===== src/rtl/text_grid_panel.sv =====
// -----------------------------------------------------------------------------
// text_grid_panel
//
// Runtime-writable ROWS x COLS text panel for the VGA overlay path.
// The character buffer is filled through a simple write port, can be blanked
// by a full-buffer clear sweep, and shows a blinking inverted cursor.
// Pixels go through a fixed 3-stage pipeline:
//   stage 1 : region flags, buffer address, glyph offsets, cursor hit
//   stage 2 : buffer read data and delayed flags
//   stage 3 : final colour and enable
//
// Ports
//   vga_clk   pixel clock (sole clock)
//   rst       synchronous active-high reset; starts a clear sweep
//   pos_x/y   current pixel coordinate
//   wr_en     single-cycle write strobe (wr_row, wr_col, wr_char)
//   clr       single-cycle clear request
//   cur_en    cursor display enable, cur_row/cur_col cursor cell
//   busy      clear sweep in progress (writes and clr are ignored)
//   enable    pixel lies inside the panel (aligned with pos_data)
//   pos_data  pixel colour
//
// The vga_ascii character generator lives at the bottom of this file.
// -----------------------------------------------------------------------------
module text_grid_panel #(
  parameter int          CHAR_W      = 8,
  parameter int          CHAR_H      = 16,
  parameter int          COLS        = 16,
  parameter int          ROWS        = 4,
  parameter int          PANEL_X     = 64,
  parameter int          PANEL_Y     = 64,
  parameter int          PANEL_W     = 240,
  parameter int          PANEL_H     = 96,
  parameter int          TEXT_X      = 16,
  parameter int          TEXT_Y      = 16,
  parameter logic [23:0] PANEL_COLOR = 24'hFFFFFF,
  parameter int          BLINK_HALF  = 12_500_000
) (
  input  logic        vga_clk,
  input  logic        rst,
  input  logic [9:0]  pos_x,
  input  logic [9:0]  pos_y,
  input  logic        wr_en,
  input  logic [3:0]  wr_row,
  input  logic [5:0]  wr_col,
  input  logic [7:0]  wr_char,
  input  logic        clr,
  input  logic        cur_en,
  input  logic [3:0]  cur_row,
  input  logic [5:0]  cur_col,
  output logic        busy,
  output logic        enable,
  output logic [23:0] pos_data
);

  localparam int CELLS = ROWS * COLS;
  localparam int AW    = (CELLS > 1) ? $clog2(CELLS) : 1;
  localparam int XS    = $clog2(CHAR_W);
  localparam int YS    = $clog2(CHAR_H);
  localparam int XW    = (XS > 0) ? XS : 1;
  localparam int YW    = (YS > 0) ? YS : 1;
  localparam int BW    = $clog2(BLINK_HALF);

  // Region bounds widened to 11 bits so right/bottom edges never wrap.
  localparam logic [10:0] PX0 = 11'(PANEL_X);
  localparam logic [10:0] PX1 = 11'(PANEL_X + PANEL_W);
  localparam logic [10:0] PY0 = 11'(PANEL_Y);
  localparam logic [10:0] PY1 = 11'(PANEL_Y + PANEL_H);
  localparam logic [10:0] TX0 = 11'(PANEL_X + TEXT_X);
  localparam logic [10:0] TX1 = 11'(PANEL_X + TEXT_X + COLS * CHAR_W);
  localparam logic [10:0] TY0 = 11'(PANEL_Y + TEXT_Y);
  localparam logic [10:0] TY1 = 11'(PANEL_Y + TEXT_Y + ROWS * CHAR_H);
  localparam logic [10:0] XMASK = 11'(CHAR_W - 1);
  localparam logic [10:0] YMASK = 11'(CHAR_H - 1);
  localparam logic [10:0] COLS_M = 11'(COLS);
  localparam logic [4:0]  ROWS_L = 5'(ROWS);
  localparam logic [6:0]  COLS_L = 7'(COLS);

  localparam logic [AW-1:0] LAST_IDX   = AW'(CELLS - 1);
  localparam logic [BW-1:0] BLINK_LAST = BW'(BLINK_HALF - 1);
  localparam logic [7:0]    BLANK_CHAR = 8'h20;

  // ---------------------------------------------------------------------------
  // Clear sweep FSM
  // ---------------------------------------------------------------------------
  typedef enum logic [0:0] {ST_IDLE, ST_SWEEP} state_t;

  state_t        state_reg, state_next;
  logic [AW-1:0] idx_reg, idx_next;
  logic          sweep_we;

  always_ff @(posedge vga_clk) begin
    if (rst) begin
      state_reg <= ST_SWEEP;
      idx_reg   <= '0;
    end else begin
      state_reg <= state_next;
      idx_reg   <= idx_next;
    end
  end

  always_comb begin
    state_next = state_reg;
    idx_next   = idx_reg;
    case (state_reg)
      ST_IDLE: begin
        if (clr) begin
          state_next = ST_SWEEP;
          idx_next   = '0;
        end
      end
      ST_SWEEP: begin
        if (idx_reg == LAST_IDX) begin
          state_next = ST_IDLE;
          idx_next   = '0;
        end else begin
          idx_next = idx_reg + 1'b1;
        end
      end
      default: begin
        state_next = ST_IDLE;
        idx_next   = '0;
      end
    endcase
  end

  // The RAM is left untouched while rst is held; the sweep proper starts on
  // the first edge after rst falls.
  always_comb begin
    busy     = (state_reg == ST_SWEEP);
    sweep_we = (state_reg == ST_SWEEP) && !rst;
  end

  // ---------------------------------------------------------------------------
  // Write port qualification
  // ---------------------------------------------------------------------------
  logic          wr_ok;
  logic [10:0]   wr_lin;
  logic [AW-1:0] wr_addr;

  always_comb begin
    // clr wins over a same-cycle write, and the sweep owns the RAM while busy.
    wr_ok   = wr_en && !busy && !clr &&
              ({1'b0, wr_row} < ROWS_L) && ({1'b0, wr_col} < COLS_L);
    wr_lin  = 11'(wr_row) * COLS_M + 11'(wr_col);
    wr_addr = AW'(wr_lin);
  end

  // ---------------------------------------------------------------------------
  // Character buffer: one write port, one registered read port
  // ---------------------------------------------------------------------------
  logic [7:0]    char_mem [0:CELLS-1];
  logic [AW-1:0] addr_s1_reg;
  logic [7:0]    char_s2_reg;

  always_ff @(posedge vga_clk) begin
    if (sweep_we) begin
      char_mem[idx_reg] <= BLANK_CHAR;
    end else if (wr_ok) begin
      char_mem[wr_addr] <= wr_char;
    end
  end

  // Read-before-write: a same-edge write to this address is not seen.
  always_ff @(posedge vga_clk) begin
    char_s2_reg <= char_mem[addr_s1_reg];
  end

  // ---------------------------------------------------------------------------
  // Cursor blink timer
  // ---------------------------------------------------------------------------
  logic [BW-1:0] blink_cnt_reg;
  logic          blink_on_reg;

  always_ff @(posedge vga_clk) begin
    if (rst) begin
      blink_cnt_reg <= '0;
      blink_on_reg  <= 1'b1;
    end else if (blink_cnt_reg == BLINK_LAST) begin
      blink_cnt_reg <= '0;
      blink_on_reg  <= !blink_on_reg;
    end else begin
      blink_cnt_reg <= blink_cnt_reg + 1'b1;
    end
  end

  // ---------------------------------------------------------------------------
  // Stage 1: region decode, cell address, glyph offsets, cursor hit
  // ---------------------------------------------------------------------------
  logic [10:0]   px, py, tx, ty, col_c, row_c;
  logic          in_panel_c, in_text_c, cur_valid_c, hit_c;
  logic [XW-1:0] xo_c;
  logic [YW-1:0] yo_c;
  logic [AW-1:0] addr_c;

  always_comb begin
    px         = {1'b0, pos_x};
    py         = {1'b0, pos_y};
    in_panel_c = (px >= PX0) && (px < PX1) && (py >= PY0) && (py < PY1);
    in_text_c  = (px >= TX0) && (px < TX1) && (py >= TY0) && (py < TY1);
    // Offsets are only meaningful inside the text rectangle; outside it the
    // wrapped values feed a harmless RAM read.
    tx         = px - TX0;
    ty         = py - TY0;
    col_c      = tx >> XS;
    row_c      = ty >> YS;
    xo_c       = XW'(tx & XMASK);
    yo_c       = YW'(ty & YMASK);
    addr_c     = AW'(row_c * COLS_M + col_c);
    // An off-grid cursor never matches, even if it aliases onto a real cell.
    cur_valid_c = ({1'b0, cur_row} < ROWS_L) && ({1'b0, cur_col} < COLS_L);
    hit_c       = cur_en && blink_on_reg && cur_valid_c &&
                  (row_c == {7'd0, cur_row}) && (col_c == {5'd0, cur_col});
  end

  logic          in_panel_s1_reg, in_text_s1_reg, hit_s1_reg;
  logic [XW-1:0] xo_s1_reg;
  logic [YW-1:0] yo_s1_reg;

  always_ff @(posedge vga_clk) begin
    if (rst) begin
      in_panel_s1_reg <= 1'b0;
      in_text_s1_reg  <= 1'b0;
      hit_s1_reg      <= 1'b0;
      xo_s1_reg       <= '0;
      yo_s1_reg       <= '0;
      addr_s1_reg     <= '0;
    end else begin
      in_panel_s1_reg <= in_panel_c;
      in_text_s1_reg  <= in_text_c;
      hit_s1_reg      <= hit_c;
      xo_s1_reg       <= xo_c;
      yo_s1_reg       <= yo_c;
      addr_s1_reg     <= addr_c;
    end
  end

  // ---------------------------------------------------------------------------
  // Stage 2: delayed flags alongside the RAM read data
  // ---------------------------------------------------------------------------
  logic          in_panel_s2_reg, in_text_s2_reg, hit_s2_reg;
  logic [XW-1:0] xo_s2_reg;
  logic [YW-1:0] yo_s2_reg;

  always_ff @(posedge vga_clk) begin
    if (rst) begin
      in_panel_s2_reg <= 1'b0;
      in_text_s2_reg  <= 1'b0;
      hit_s2_reg      <= 1'b0;
      xo_s2_reg       <= '0;
      yo_s2_reg       <= '0;
    end else begin
      in_panel_s2_reg <= in_panel_s1_reg;
      in_text_s2_reg  <= in_text_s1_reg;
      hit_s2_reg      <= hit_s1_reg;
      xo_s2_reg       <= xo_s1_reg;
      yo_s2_reg       <= yo_s1_reg;
    end
  end

  // ---------------------------------------------------------------------------
  // Stage 3: glyph lookup and colour select
  // ---------------------------------------------------------------------------
  logic [23:0] glyph_pix;
  logic [23:0] pix_next;

  vga_ascii #(
    .XW (XW),
    .YW (YW)
  ) u_ascii (
    .ascii    (char_s2_reg),
    .x_over   (xo_s2_reg),
    .y_over   (yo_s2_reg),
    .pix_data (glyph_pix)
  );

  always_comb begin
    pix_next = 24'h000000;
    if (in_panel_s2_reg) begin
      if (!in_text_s2_reg) begin
        pix_next = PANEL_COLOR;
      end else if (hit_s2_reg) begin
        pix_next = ~glyph_pix;
      end else begin
        pix_next = glyph_pix;
      end
    end
  end

  always_ff @(posedge vga_clk) begin
    if (rst) begin
      pos_data <= 24'h000000;
      enable   <= 1'b0;
    end else begin
      pos_data <= pix_next;
      enable   <= in_panel_s2_reg;
    end
  end

endmodule

// -----------------------------------------------------------------------------
// vga_ascii
//
// Combinational character generator used by the text panels.
// Glyph set: the space character and the cell's top row / left column are
// background; any other pixel is foreground when bit ((x_over+y_over) mod 8)
// of the character code is set.
//
// Ports
//   ascii     character code
//   x_over    pixel column inside the glyph cell
//   y_over    pixel row inside the glyph cell
//   pix_data  24-bit pixel colour
// -----------------------------------------------------------------------------
module vga_ascii #(
  parameter int XW = 3,
  parameter int YW = 4
) (
  input  logic [7:0]    ascii,
  input  logic [XW-1:0] x_over,
  input  logic [YW-1:0] y_over,
  output logic [23:0]   pix_data
);

  localparam logic [23:0] GLYPH_FG = 24'h00FF00;
  localparam logic [23:0] GLYPH_BG = 24'h101010;

  logic [2:0] bit_sel;
  logic       pix_on;

  always_comb begin
    bit_sel  = 3'(x_over) + 3'(y_over);
    pix_on   = (ascii != 8'h20) && (x_over != '0) && (y_over != '0) &&
               ascii[bit_sel];
    pix_data = pix_on ? GLYPH_FG : GLYPH_BG;
  end

endmodule


===== config.mk =====
export PLATFORM = sky130hd
export DESIGN_NAME = text_grid_panel
export DESIGN_NICKNAME = d
export VERILOG_FILES = /design/src/rtl/text_grid_panel.sv
export SDC_FILE = /design/constraint.sdc
export NUM_CORES = 1
export LEC_CHECK = 0
export CAP_MARGIN = 0
export CORE_ASPECT_RATIO = 0.7
export CORE_MARGIN = 10
export CORE_UTILIZATION = 55
export CTS_CLUSTER_DIAMETER = 30
export DETAILED_ROUTE_END_ITERATION = 7
export PLACE_DENSITY = 0.77
export SYNTH_ARGS = -nofsm -noshare
export SYNTH_HDL_FRONTEND = slang
export SYNTH_SLANG_ARGS = --single-unit

===== constraint.sdc =====
create_clock -name vga_clk -period 3.7 [get_ports vga_clk]
set_input_delay 0.74 -clock vga_clk [delete_from_list [all_inputs] [get_ports vga_clk]]
set_output_delay 0.74 -clock vga_clk [all_outputs]
set_load 0.005 [all_outputs]

==> results of run 1 <==
per-layer routing:
metal / global-route usage [%] / part of all wire, %
met5: 0 / 0.013
met3: 6.88 / 11
met2: 31.7 / 46
met4: 6.57 / 2.5
met1: 30.0 / 41
critical path, delay by kind of cell:
kind                   cells  cell delay [ps]
buffers and inverters      1              460
multiplexers               1              170
AND/OR/NAND/NOR            4             1940
Yosys cell counts (4+ instances only):
library cell | instances | share of area (%)
sky130_fd_sc_hd__xor2_1 | 16 | 0.59
sky130_fd_sc_hd__dfxtp_1 | 71 | 6.0
sky130_fd_sc_hd__edfxtp_1 | 512 | 65
sky130_fd_sc_hd__nor2_1 | 122 | 1.9
sky130_fd_sc_hd__a21oi_1 | 23 | 0.49
sky130_fd_sc_hd__inv_1 | 20 | 0.32
sky130_fd_sc_hd__a211oi_1 | 9 | 0.29
sky130_fd_sc_hd__a2111oi_0 | 4 | 0.15
sky130_fd_sc_hd__or3_1 | 6 | 0.16
sky130_fd_sc_hd__mux2i_1 | 38 | 1.6
sky130_fd_sc_hd__mux2_2 | 11 | 0.52
sky130_fd_sc_hd__nand4_1 | 6 | 0.16
sky130_fd_sc_hd__clkbuf_1 | 18 | 0.29
sky130_fd_sc_hd__buf_6 | 9 | 0.43
sky130_fd_sc_hd__o21ai_1 | 9 | 0.19
sky130_fd_sc_hd__nor3_1 | 16 | 0.34
sky130_fd_sc_hd__nor2b_1 | 33 | 0.87
sky130_fd_sc_hd__o21ai_0 | 31 | 0.65
sky130_fd_sc_hd__and3_1 | 7 | 0.18
sky130_fd_sc_hd__nor4_1 | 6 | 0.16
sky130_fd_sc_hd__buf_4 | 29 | 0.92
sky130_fd_sc_hd__mux4_2 | 103 | 9.8
sky130_fd_sc_hd__xnor2_1 | 22 | 0.81
sky130_fd_sc_hd__ha_1 | 11 | 0.58
sky130_fd_sc_hd__nand2b_1 | 17 | 0.45
sky130_fd_sc_hd__nor4b_1 | 5 | 0.18
sky130_fd_sc_hd__o22ai_1 | 13 | 0.34
sky130_fd_sc_hd__nand3_1 | 10 | 0.21
sky130_fd_sc_hd__buf_2 | 17 | 0.36
sky130_fd_sc_hd__nand2_1 | 28 | 0.44
sky130_fd_sc_hd__and2_1 | 11 | 0.29
sky130_fd_sc_hd__mux4_1 | 27 | 3.0
worst max-delay path by stage:
stage,from,endpoint,cells after the start,slack (ps)
2_1_floorplan,clr,char_mem[0][0]$_DFFE_PP_,5,830
3_3_place_gp,wr_row[2],char_mem[49][5]$_DFFE_PP_,6,170
3_5_place_dp,clr,char_mem[49][2]$_DFFE_PP_,6,80
4_1_cts,clr,char_mem[49][2]$_DFFE_PP_,6,690
5_1_grt,clr,char_mem[49][2]$_DFFE_PP_,6,460
6_report,clr,char_mem[49][2]$_DFFE_PP_,6,610
cell families (layout without fill, tap and decap cells):
| kind of cell | count (synthesis) | after routing | synth area share (%) |
|---|---|---|---|
| fa+ha+maj | 12 | 12 | 0.665 |
| xor+xnor | 41 | 41 | 1.69 |
| buf+inv | 100 | 341 | 2.72 |
| simple gates | 289 | 289 | 6.21 |
| compound gates | 113 | 113 | 2.94 |
| mux | 179 | 179 | 14.9 |
| flops | 583 | 583 | 70.9 |
through the flow:
stage	worst slack, ps	power [µW]	hold WS (ps)	area (µm²)
6_report	607	15000	432	28000
5_1_grt	464	15400	444	28000
4_1_cts	688	15100	432	28000
3_5_place_dp	84.1	7960	420	25500
3_3_place_gp	172	7950	419	25500
2_1_floorplan	831	7710	414	23700
final cells by class:
class	count	area (µm²)
timing repair buffer	184	1650
multi-input combinational	634	6270
clock inverter	51	513
sequential	583	16800
fill	2754	14500
tap	552	691
clock buffer	86	2000
inverter	20	75.1
power by group through the flow:
stage	logic [µW]	registers (µW)	clock network (µW)
finish	641	7190	7170
global route	681	7200	7540
CTS	633	7190	7250
detailed placement	626	7330	0
global placement	619	7330	0
floorplan	436	7270	0
==> report_table.html, run 1 <==
<table>
<tr><th>Metric</th><th>Value</th></tr>
<tr><th colspan="2">Worst setup path</th></tr>
<tr><td>Cell-by-cell listing of the critical path</td><td>clkdlybuf4s50_1 &gt; nor2_1 &gt; and4b_1 &gt; mux2i_1 &gt; nand2b_1 &gt; nor2_1</td></tr>
<tr><td>Reg2reg start</td><td>busy$_SDFF_PP1_</td></tr>
<tr><td>Startpoint type of the worst setup path</td><td>input pin</td></tr>
<tr><td>Library cell contributing the largest single delay on the critical path</td><td>sky130_fd_sc_hd__nor2_1</td></tr>
<tr><td>Worst reg2reg setup slack</td><td>750 ps</td></tr>
<tr><td>Highest net fanout along the worst path</td><td>8</td></tr>
<tr><td>CP Class</td><td>input pin to flop</td></tr>
<tr><td>Worst R2R End</td><td>char_mem[49][2]$_DFFE_PP_</td></tr>
<tr><td>CP peak stage delay</td><td>820 ps</td></tr>
<tr><td>Depth of the worst register-to-register path</td><td>5</td></tr>
<tr><td>Most frequent cell on the critical path</td><td>sky130_fd_sc_hd__nor2_1</td></tr>
<tr><td>Worst endpoint required time</td><td>3920 ps</td></tr>
<tr><td>Arr. time, crit path</td><td>3310 ps</td></tr>
<tr><td>Nature of the critical path endpoint</td><td>flop</td></tr>
<tr><th colspan="2">Drt</th></tr>
<tr><td>Count of nets left with antenna violations after detail routing</td><td>0</td></tr>
<tr><td>Via density</td><td>6.12</td></tr>
<tr><td>Wire length per cell after detailed routing</td><td>26.1 µm</td></tr>
<tr><td>Length of the first detailed-routing pass in iterations</td><td>6</td></tr>
<tr><td>Vias</td><td>12915</td></tr>
<tr><td>Remaining routing DRC violations</td><td>0</td></tr>
<tr><td>Iter 0 DRT Violations</td><td>1599</td></tr>
<tr><td>Wirelength, routed</td><td>55200 µm</td></tr>
<tr><th colspan="2">GRT</th></tr>
<tr><td>GRT overflow</td><td>0</td></tr>
<tr><td>Number of global-route vias before repair</td><td>13199</td></tr>
<tr><td>Global-route usage over all layers</td><td>21.5%</td></tr>
<tr><td>Wire length of the first global-routing pass</td><td>83400 µm</td></tr>
<tr><td>Initial antenna violation count</td><td>1</td></tr>
<tr><td>Largest net degree at the start of global routing</td><td>65</td></tr>
<tr><th colspan="2">Die</th></tr>
<tr><td>Die X-Extent</td><td>268 µm</td></tr>
<tr><td>Number of top-level design ports</td><td>79</td></tr>
<tr><td>Floorplan die area</td><td>51900 µm²</td></tr>
<tr><td>Core Footprint</td><td>42500 µm²</td></tr>
<tr><td>Vertical die dimension</td><td>194 µm</td></tr>
<tr><td>Effective utilization at floorplan</td><td>55.8%</td></tr>
<tr><td>Cell row count</td><td>63</td></tr>
<tr><th colspan="2">STA</th></tr>
<tr><td>Final setup violation count</td><td>0</td></tr>
<tr><td>Final Critical Period</td><td>3090 ps</td></tr>
<tr><td>Slew at the pin with the worst max-slew slack</td><td>965 ps</td></tr>
<tr><td>FMAX</td><td>323 MHz</td></tr>
<tr><td>Crit share post-route</td><td>83.6%</td></tr>
<tr><td>Worst slew margin</td><td>34.0%</td></tr>
<tr><td>Max Clock Skew</td><td>23.5 ps</td></tr>
<tr><td>Number of hold-slack violations in the final timing report</td><td>0</td></tr>
<tr><td>Final sum of negative setup slack</td><td>0 ps</td></tr>
<tr><td>Unrepaired setup endpoints after global routing</td><td>false</td></tr>
<tr><td>Number of pins with negative max-slew slack in the final report</td><td>0</td></tr>
<tr><th colspan="2">Min path</th></tr>
<tr><td>Worst Hold Launch</td><td>xo_s1_reg[0]$_SDFF_PP0_</td></tr>
<tr><td>Endpoint with the worst hold slack</td><td>xo_s2_reg[0]$_SDFF_PP0_</td></tr>
<tr><td>Min-Delay Path Class</td><td>flop to flop</td></tr>
<tr><td>Worst hold stages</td><td>1</td></tr>
<tr><th colspan="2">Synthesis</th></tr>
<tr><td>Net count of the mapped netlist</td><td>1382</td></tr>
<tr><td>Number of flops mapped to enable cells by yosys</td><td>512</td></tr>
<tr><td>Number of synthesized register bits</td><td>583</td></tr>
<tr><td>Total of warnings raised by yosys</td><td>0</td></tr>
<tr><td>Sequential cell area fraction in the yosys report</td><td>70.9%</td></tr>
<tr><td>Gate count after technology mapping</td><td>1317</td></tr>
<tr><td>Async set or reset register ratio after synthesis</td><td>0%</td></tr>
<tr><td>Per-instance average area after synthesis</td><td>18.0 µm²</td></tr>
<tr><td>Cell Area, Synth</td><td>23700 µm²</td></tr>
<tr><td>Ys flop type</td><td>sky130_fd_sc_hd__edfxtp_1</td></tr>
<tr><td>Distinct cell type count after synthesis</td><td>68</td></tr>
<tr><th colspan="2">Placed design</th></tr>
<tr><td>PortBufs</td><td>78</td></tr>
<tr><td>Placed wire-length estimate after detailed placement</td><td>34600 µm</td></tr>
<tr><td>Number of placed instances with taps included</td><td>1973</td></tr>
<tr><td>Final estimated routing congestion in global placement</td><td>0.893</td></tr>
<tr><th colspan="2">Layout</th></tr>
<tr><td>Max reg flops</td><td>512</td></tr>
<tr><td>Commonest non-fill, non-tap cell in the layout</td><td>sky130_fd_sc_hd__edfxtp_1</td></tr>
<tr><td>Layout cells sized above 1</td><td>23.6%</td></tr>
<tr><td>Number of diodes added for antenna fixing</td><td>0</td></tr>
<tr><td>Number of non-filler instances in the completed layout</td><td>2110</td></tr>
<tr><td>Fraction of the core area covered by cells at the end of the flow</td><td>65.9%</td></tr>
<tr><td>Final net count</td><td>1563</td></tr>
<tr><td>Area added between synthesis and finish</td><td>18.2%</td></tr>
<tr><td>Commonest non-fill, non-tap cells in the layout</td><td>sky130_fd_sc_hd__edfxtp_1 (512), sky130_fd_sc_hd__nor2_1 (122), sky130_fd_sc_hd__mux4_2 (103)</td></tr>
<tr><th colspan="2">Run status</th></tr>
<tr><td>Status</td><td>completed</td></tr>
<tr><th colspan="2">Clock tree</th></tr>
<tr><td>CTS hold repair buffers</td><td>0</td></tr>
<tr><td>Clk slew on worst S/H paths</td><td>60 ps</td></tr>
<tr><td>Number of buffers inserted during clock tree synthesis</td><td>75</td></tr>
<tr><td>Post-CTS setup buffer count</td><td>0</td></tr>
<tr><td>Number of sinks handled by clock tree synthesis</td><td>583</td></tr>
<tr><td>Level count of the clock H-tree</td><td>3</td></tr>
<tr><td>Number of resized instances in the post-cts repair step</td><td>0</td></tr>
<tr><td>Clk buf depth</td><td>3</td></tr>
<tr><td>Clock tree from TritonCTS</td><td>built</td></tr>
<tr><td>Clock latency reported for the late side of the worst-skew pair</td><td>610 ps</td></tr>
<tr><td>Cell chosen for the clock root</td><td>sky130_fd_sc_hd__clkbuf_16</td></tr>
<tr><th colspan="2">Pwr</th></tr>
<tr><td>Clock power frac</td><td>47.8%</td></tr>
<tr><td>Fraction of power consumed by sequential logic</td><td>47.9%</td></tr>
<tr><td>Leakage power</td><td>0.0104 µW</td></tr>
<tr><td>Combinational fraction of design power</td><td>4.3%</td></tr>
<tr><td>Sw frac</td><td>22.5%</td></tr>
<tr><td>Power density over the cells</td><td>536 nW/µm²</td></tr>
<tr><td>Internal cell power</td><td>11600 µW</td></tr>
<tr><td>Max VDD drop</td><td>0.337 mV</td></tr>
<tr><td>Switch Pwr</td><td>3380 µW</td></tr>
<tr><th colspan="2">Flow run</th></tr>
<tr><td>MaxCap Viol Count</td><td>0</td></tr>
</table>
No activity file was read; power rests on OpenSTA's default activity.
==> run 2, diff against run 1 <==
==> constraint.sdc (replaced) <==
create_clock -name vga_clk -period 3 [get_ports vga_clk]
set_input_delay 0.6 -clock vga_clk [delete_from_list [all_inputs] [get_ports vga_clk]]
set_output_delay 0.6 -clock vga_clk [all_outputs]
set_load 0.005 [all_outputs]
==> run 2 against run 1 <==
Compared with the run above:
- sequential share of layout area fell by 0.68 points
- clock-buffer cell count rose by 3
- critical endpoint is now char_mem[55][0]$_DFFE_PP_
- first-iteration DRC count rose by 3.6%
- largest power group is now clock
- critical path type unchanged
==> report_table.html, run 2 (synthesis gave the netlist of run 1 again) <==
<table>
<tr><th>Metric</th><th>Value</th></tr>
<tr><th colspan="2">Clock tree</th></tr>
<tr><td>CTS hold repair buffers</td><td>0 (unchanged)</td></tr>
<tr><td>Clk slew on worst S/H paths</td><td>50 ps (about the same)</td></tr>
<tr><td>Cell chosen for the clock root</td><td>sky130_fd_sc_hd__clkbuf_16</td></tr>
<tr><td>Number of buffers inserted during clock tree synthesis</td><td>79 (+5.3%)</td></tr>
<tr><td>Number of sinks handled by clock tree synthesis</td><td>583 (unchanged)</td></tr>
<tr><td>Clock latency reported for the late side of the worst-skew pair</td><td>610 ps (about the same)</td></tr>
<tr><td>Clock tree from TritonCTS</td><td>built</td></tr>
<tr><td>Post-CTS setup buffer count</td><td>0 (unchanged)</td></tr>
<tr><td>Level count of the clock H-tree</td><td>3 (unchanged)</td></tr>
<tr><td>Number of resized instances in the post-cts repair step</td><td>0 (unchanged)</td></tr>
<tr><td>Clk buf depth</td><td>3 (unchanged)</td></tr>
<tr><th colspan="2">Worst setup path</th></tr>
<tr><td>Stages on worst setup path</td><td>7 (+1)</td></tr>
<tr><td>Worst reg2reg setup slack</td><td>420 ps (-330 ps)</td></tr>
<tr><td>Startpoint of the worst setup timing path</td><td>clr</td></tr>
<tr><td>Cell-by-cell listing of the critical path</td><td>clkdlybuf4s50_1 &gt; nor2_1 &gt; and4b_1 &gt; buf_4 &gt; a32o_1 &gt; nand2_1 &gt; nor2_1</td></tr>
<tr><td>Startpoint type of the worst setup path</td><td>input pin</td></tr>
<tr><td>Nature of the critical path endpoint</td><td>flop</td></tr>
<tr><td>CP Class</td><td>input pin to flop</td></tr>
<tr><td>Library cell contributing the largest single delay on the critical path</td><td>sky130_fd_sc_hd__nor2_1</td></tr>
<tr><td>Buffering stage count on the worst path with inverters included</td><td>2 (+1)</td></tr>
<tr><td>CP peak stage delay</td><td>640 ps (-180 ps)</td></tr>
<tr><td>Worst endpoint required time</td><td>3210 ps (-710 ps)</td></tr>
<tr><td>Crit path max-delay family</td><td>simple AND/OR/NAND/NOR gates</td></tr>
<tr><td>Arr. time, crit path</td><td>2860 ps (-450 ps)</td></tr>
<tr><td>Most frequent cell on the critical path</td><td>sky130_fd_sc_hd__nor2_1</td></tr>
<tr><td>Critical path endpoint</td><td>char_mem[55][0]$_DFFE_PP_</td></tr>
<tr><td>Worst R2R End</td><td>char_s2_reg[1]$_DFF_P_</td></tr>
<tr><td>Depth of the worst register-to-register path</td><td>6 (+1)</td></tr>
<tr><td>Highest net fanout along the worst path</td><td>10 (+2)</td></tr>
<tr><td>Reg2reg start</td><td>addr_s1_reg[1]$_SDFF_PP0_</td></tr>
<tr><th colspan="2">STA</th></tr>
<tr><td>Final Critical Period</td><td>2650 ps</td></tr>
<tr><td>Number of pins with negative max-slew slack in the final report</td><td>0 (unchanged)</td></tr>
<tr><td>Final sum of negative setup slack</td><td>0 ps (unchanged)</td></tr>
<tr><td>Unrepaired setup endpoints after global routing</td><td>false</td></tr>
<tr><td>FMAX</td><td>377 MHz</td></tr>
<tr><td>Worst slew margin</td><td>41.9% (+7.9 points)</td></tr>
<tr><td>PnR worst setup slack</td><td>350 ps (-257 ps)</td></tr>
<tr><td>Worst hold margin</td><td>436 ps (+4.36 ps)</td></tr>
<tr><td>Max Clock Skew</td><td>36.3 ps (+12.8 ps)</td></tr>
<tr><td>Number of hold-slack violations in the final timing report</td><td>0 (unchanged)</td></tr>
<tr><td>Final setup violation count</td><td>0 (unchanged)</td></tr>
<tr><td>Slew at the pin with the worst max-slew slack</td><td>869 ps (-95.8 ps)</td></tr>
<tr><td>Crit share post-route</td><td>88.3%</td></tr>
<tr><th colspan="2">Layout</th></tr>
<tr><td>Layout cells sized above 1</td><td>24.4% (+0.79 points)</td></tr>
<tr><td>Final net count</td><td>1582 (+1.2%)</td></tr>
<tr><td>Commonest non-fill, non-tap cells in the layout</td><td>sky130_fd_sc_hd__edfxtp_1 (512), sky130_fd_sc_hd__nor2_1 (122), sky130_fd_sc_hd__buf_4 (110)</td></tr>
<tr><td>Area added between synthesis and finish</td><td>19.5%</td></tr>
<tr><td>Max reg flops</td><td>512 (unchanged)</td></tr>
<tr><td>Commonest non-fill, non-tap cell in the layout</td><td>sky130_fd_sc_hd__edfxtp_1</td></tr>
<tr><th colspan="2">Min path</th></tr>
<tr><td>Worst hold stages</td><td>1 (unchanged)</td></tr>
<tr><td>Worst Hold Launch</td><td>hit_s1_reg$_SDFF_PP0_</td></tr>
<tr><td>Min-Delay Path Class</td><td>flop to flop</td></tr>
<tr><th colspan="2">Pwr</th></tr>
<tr><td>Max VDD drop</td><td>0.449 mV (+33%)</td></tr>
<tr><td>Leakage power</td><td>0.0106 µW (+1.5%)</td></tr>
<tr><td>Power density over the cells</td><td>668 nW/µm² (+25%)</td></tr>
<tr><th colspan="2">Die</th></tr>
<tr><td>Floorplan die area</td><td>51900 µm² (unchanged)</td></tr>
<tr><td>Number of top-level design ports</td><td>79 (unchanged)</td></tr>
<tr><td>Cell row count</td><td>63 (unchanged)</td></tr>
<tr><td>Core Footprint</td><td>42500 µm² (unchanged)</td></tr>
<tr><td>Effective utilization at floorplan</td><td>55.8% (unchanged)</td></tr>
<tr><td>Die X-Extent</td><td>268 µm (unchanged)</td></tr>
<tr><td>Vertical die dimension</td><td>194 µm (unchanged)</td></tr>
<tr><th colspan="2">GRT</th></tr>
<tr><td>Largest net degree at the start of global routing</td><td>75 (+15%)</td></tr>
<tr><td>Initial antenna violation count</td><td>1 (unchanged)</td></tr>
<tr><td>GRT overflow</td><td>0 (unchanged)</td></tr>
<tr><td>Number of global-route vias before repair</td><td>13360 (+1.2%)</td></tr>
<tr><td>Wire length of the first global-routing pass</td><td>85700 µm (+2.7%)</td></tr>
<tr><td>Global-route usage over all layers</td><td>22.0% (+0.57 points)</td></tr>
<tr><th colspan="2">Placed design</th></tr>
<tr><td>PortBufs</td><td>78 (unchanged)</td></tr>
<tr><td>Placed wire-length estimate after detailed placement</td><td>35500 µm (+2.6%)</td></tr>
<tr><td>Post-placement worst setup slack</td><td>-176 ps (-260 ps)</td></tr>
<tr><td>Final estimated routing congestion in global placement</td><td>0.898 (+0.59%)</td></tr>
<tr><th colspan="2">Drt</th></tr>
<tr><td>Via density</td><td>6.22 (+1.5%)</td></tr>
<tr><td>Remaining routing DRC violations</td><td>0 (unchanged)</td></tr>
<tr><td>Iter 0 DRT Violations</td><td>1657 (+3.6%)</td></tr>
<tr><td>Wire length per cell after detailed routing</td><td>26.7 µm (+2.0%)</td></tr>
<tr><td>Count of nets left with antenna violations after detail routing</td><td>0 (unchanged)</td></tr>
<tr><td>Vias</td><td>13264 (+2.7%)</td></tr>
<tr><td>Length of the first detailed-routing pass in iterations</td><td>5 (-1)</td></tr>
<tr><td>Wirelength, routed</td><td>56900 µm (+3.2%)</td></tr>
<tr><th colspan="2">Flow run</th></tr>
<tr><td>MaxCap Viol Count</td><td>0 (unchanged)</td></tr>
<tr><th colspan="2">Run status</th></tr>
<tr><td>Status</td><td>completed</td></tr>
</table>
[run 2: cell count changes in the layout (fill, tap and decap cells not counted), moves of 2 or more]
cell	delta
sky130_fd_sc_hd__clkbuf_4	-2
sky130_fd_sc_hd__buf_4	+10
sky130_fd_sc_hd__clkbuf_1	+3
sky130_fd_sc_hd__clkinv_4	+3
sky130_fd_sc_hd__buf_12	+5
sky130_fd_sc_hd__inv_6	-5
sky130_fd_sc_hd__bufinv_16	+2
sky130_fd_sc_hd__clkbuf_16	+2
sky130_fd_sc_hd__clkinv_1	+2
[run 2: routing by layer]
metal  global-route usage (%)  up-vias  share of wire, %
li1                         -     5636                 -
met1                     32.6     6756                42
met2                     31.8      774                45
met3                     6.06       98                11
met4                     5.76        0               2.0
met5                        0        -                 0
[run 2: per-stage QoR]
step / cell area [µm²] / power, µW / instances / utilization, %
final: 28300 / 18900 / 2134 / 66.7
after global routing: 28300 / 19400 / 2134 / 66.7
after CTS: 28300 / 19000 / 2133 / 66.7
after detailed placement: 25700 / 9830 / 1988 / 60.4
after global placement: 25700 / 9810 / 1988 / 60.4
after floorplan: 23700 / 9500 / 1317 / -
[run 2: report_power, final]
part	switching, µW	leakage [µW]	internal (µW)
registers	82.0	0.00626	8770
logic	440	0.00303	385
clock network	3740	0.00127	5500
[run 2: layout make-up]
cell class              instances  area (µm²)
diodes                          1        2.50
clock inverters                56         612
fillers                      2667       14200
repair buffers                199        1830
clock buffers                  89        2050
inverters                      20        75.1
well taps                     552         691
flip-flops and latches        583       16800
multi-input cells             634        6270
[run 2: worst min path at each step]
stage / to / slack (ps)
3_5_place_dp: xo_s2_reg[2]$_SDFF_PP0_ / 420
2_1_floorplan: hit_s2_reg$_SDFF_PP0_ / 410
3_3_place_gp: hit_s2_reg$_SDFF_PP0_ / 420
5_1_grt: hit_s2_reg$_SDFF_PP0_ / 450
4_1_cts: hit_s2_reg$_SDFF_PP0_ / 440
6_report: hit_s2_reg$_SDFF_PP0_ / 440
[run 2: worst reg2reg max path, stage by stage (launching register included)]
cell and delay [ps]:
sky130_fd_sc_hd__dfxtp_4 560, sky130_fd_sc_hd__buf_4 340, sky130_fd_sc_hd__mux4_1 600, sky130_fd_sc_hd__mux2i_1 330, sky130_fd_sc_hd__a211oi_1 130, sky130_fd_sc_hd__o21ai_0 370
sky130_fd_sc_hd__o21ai_1 130
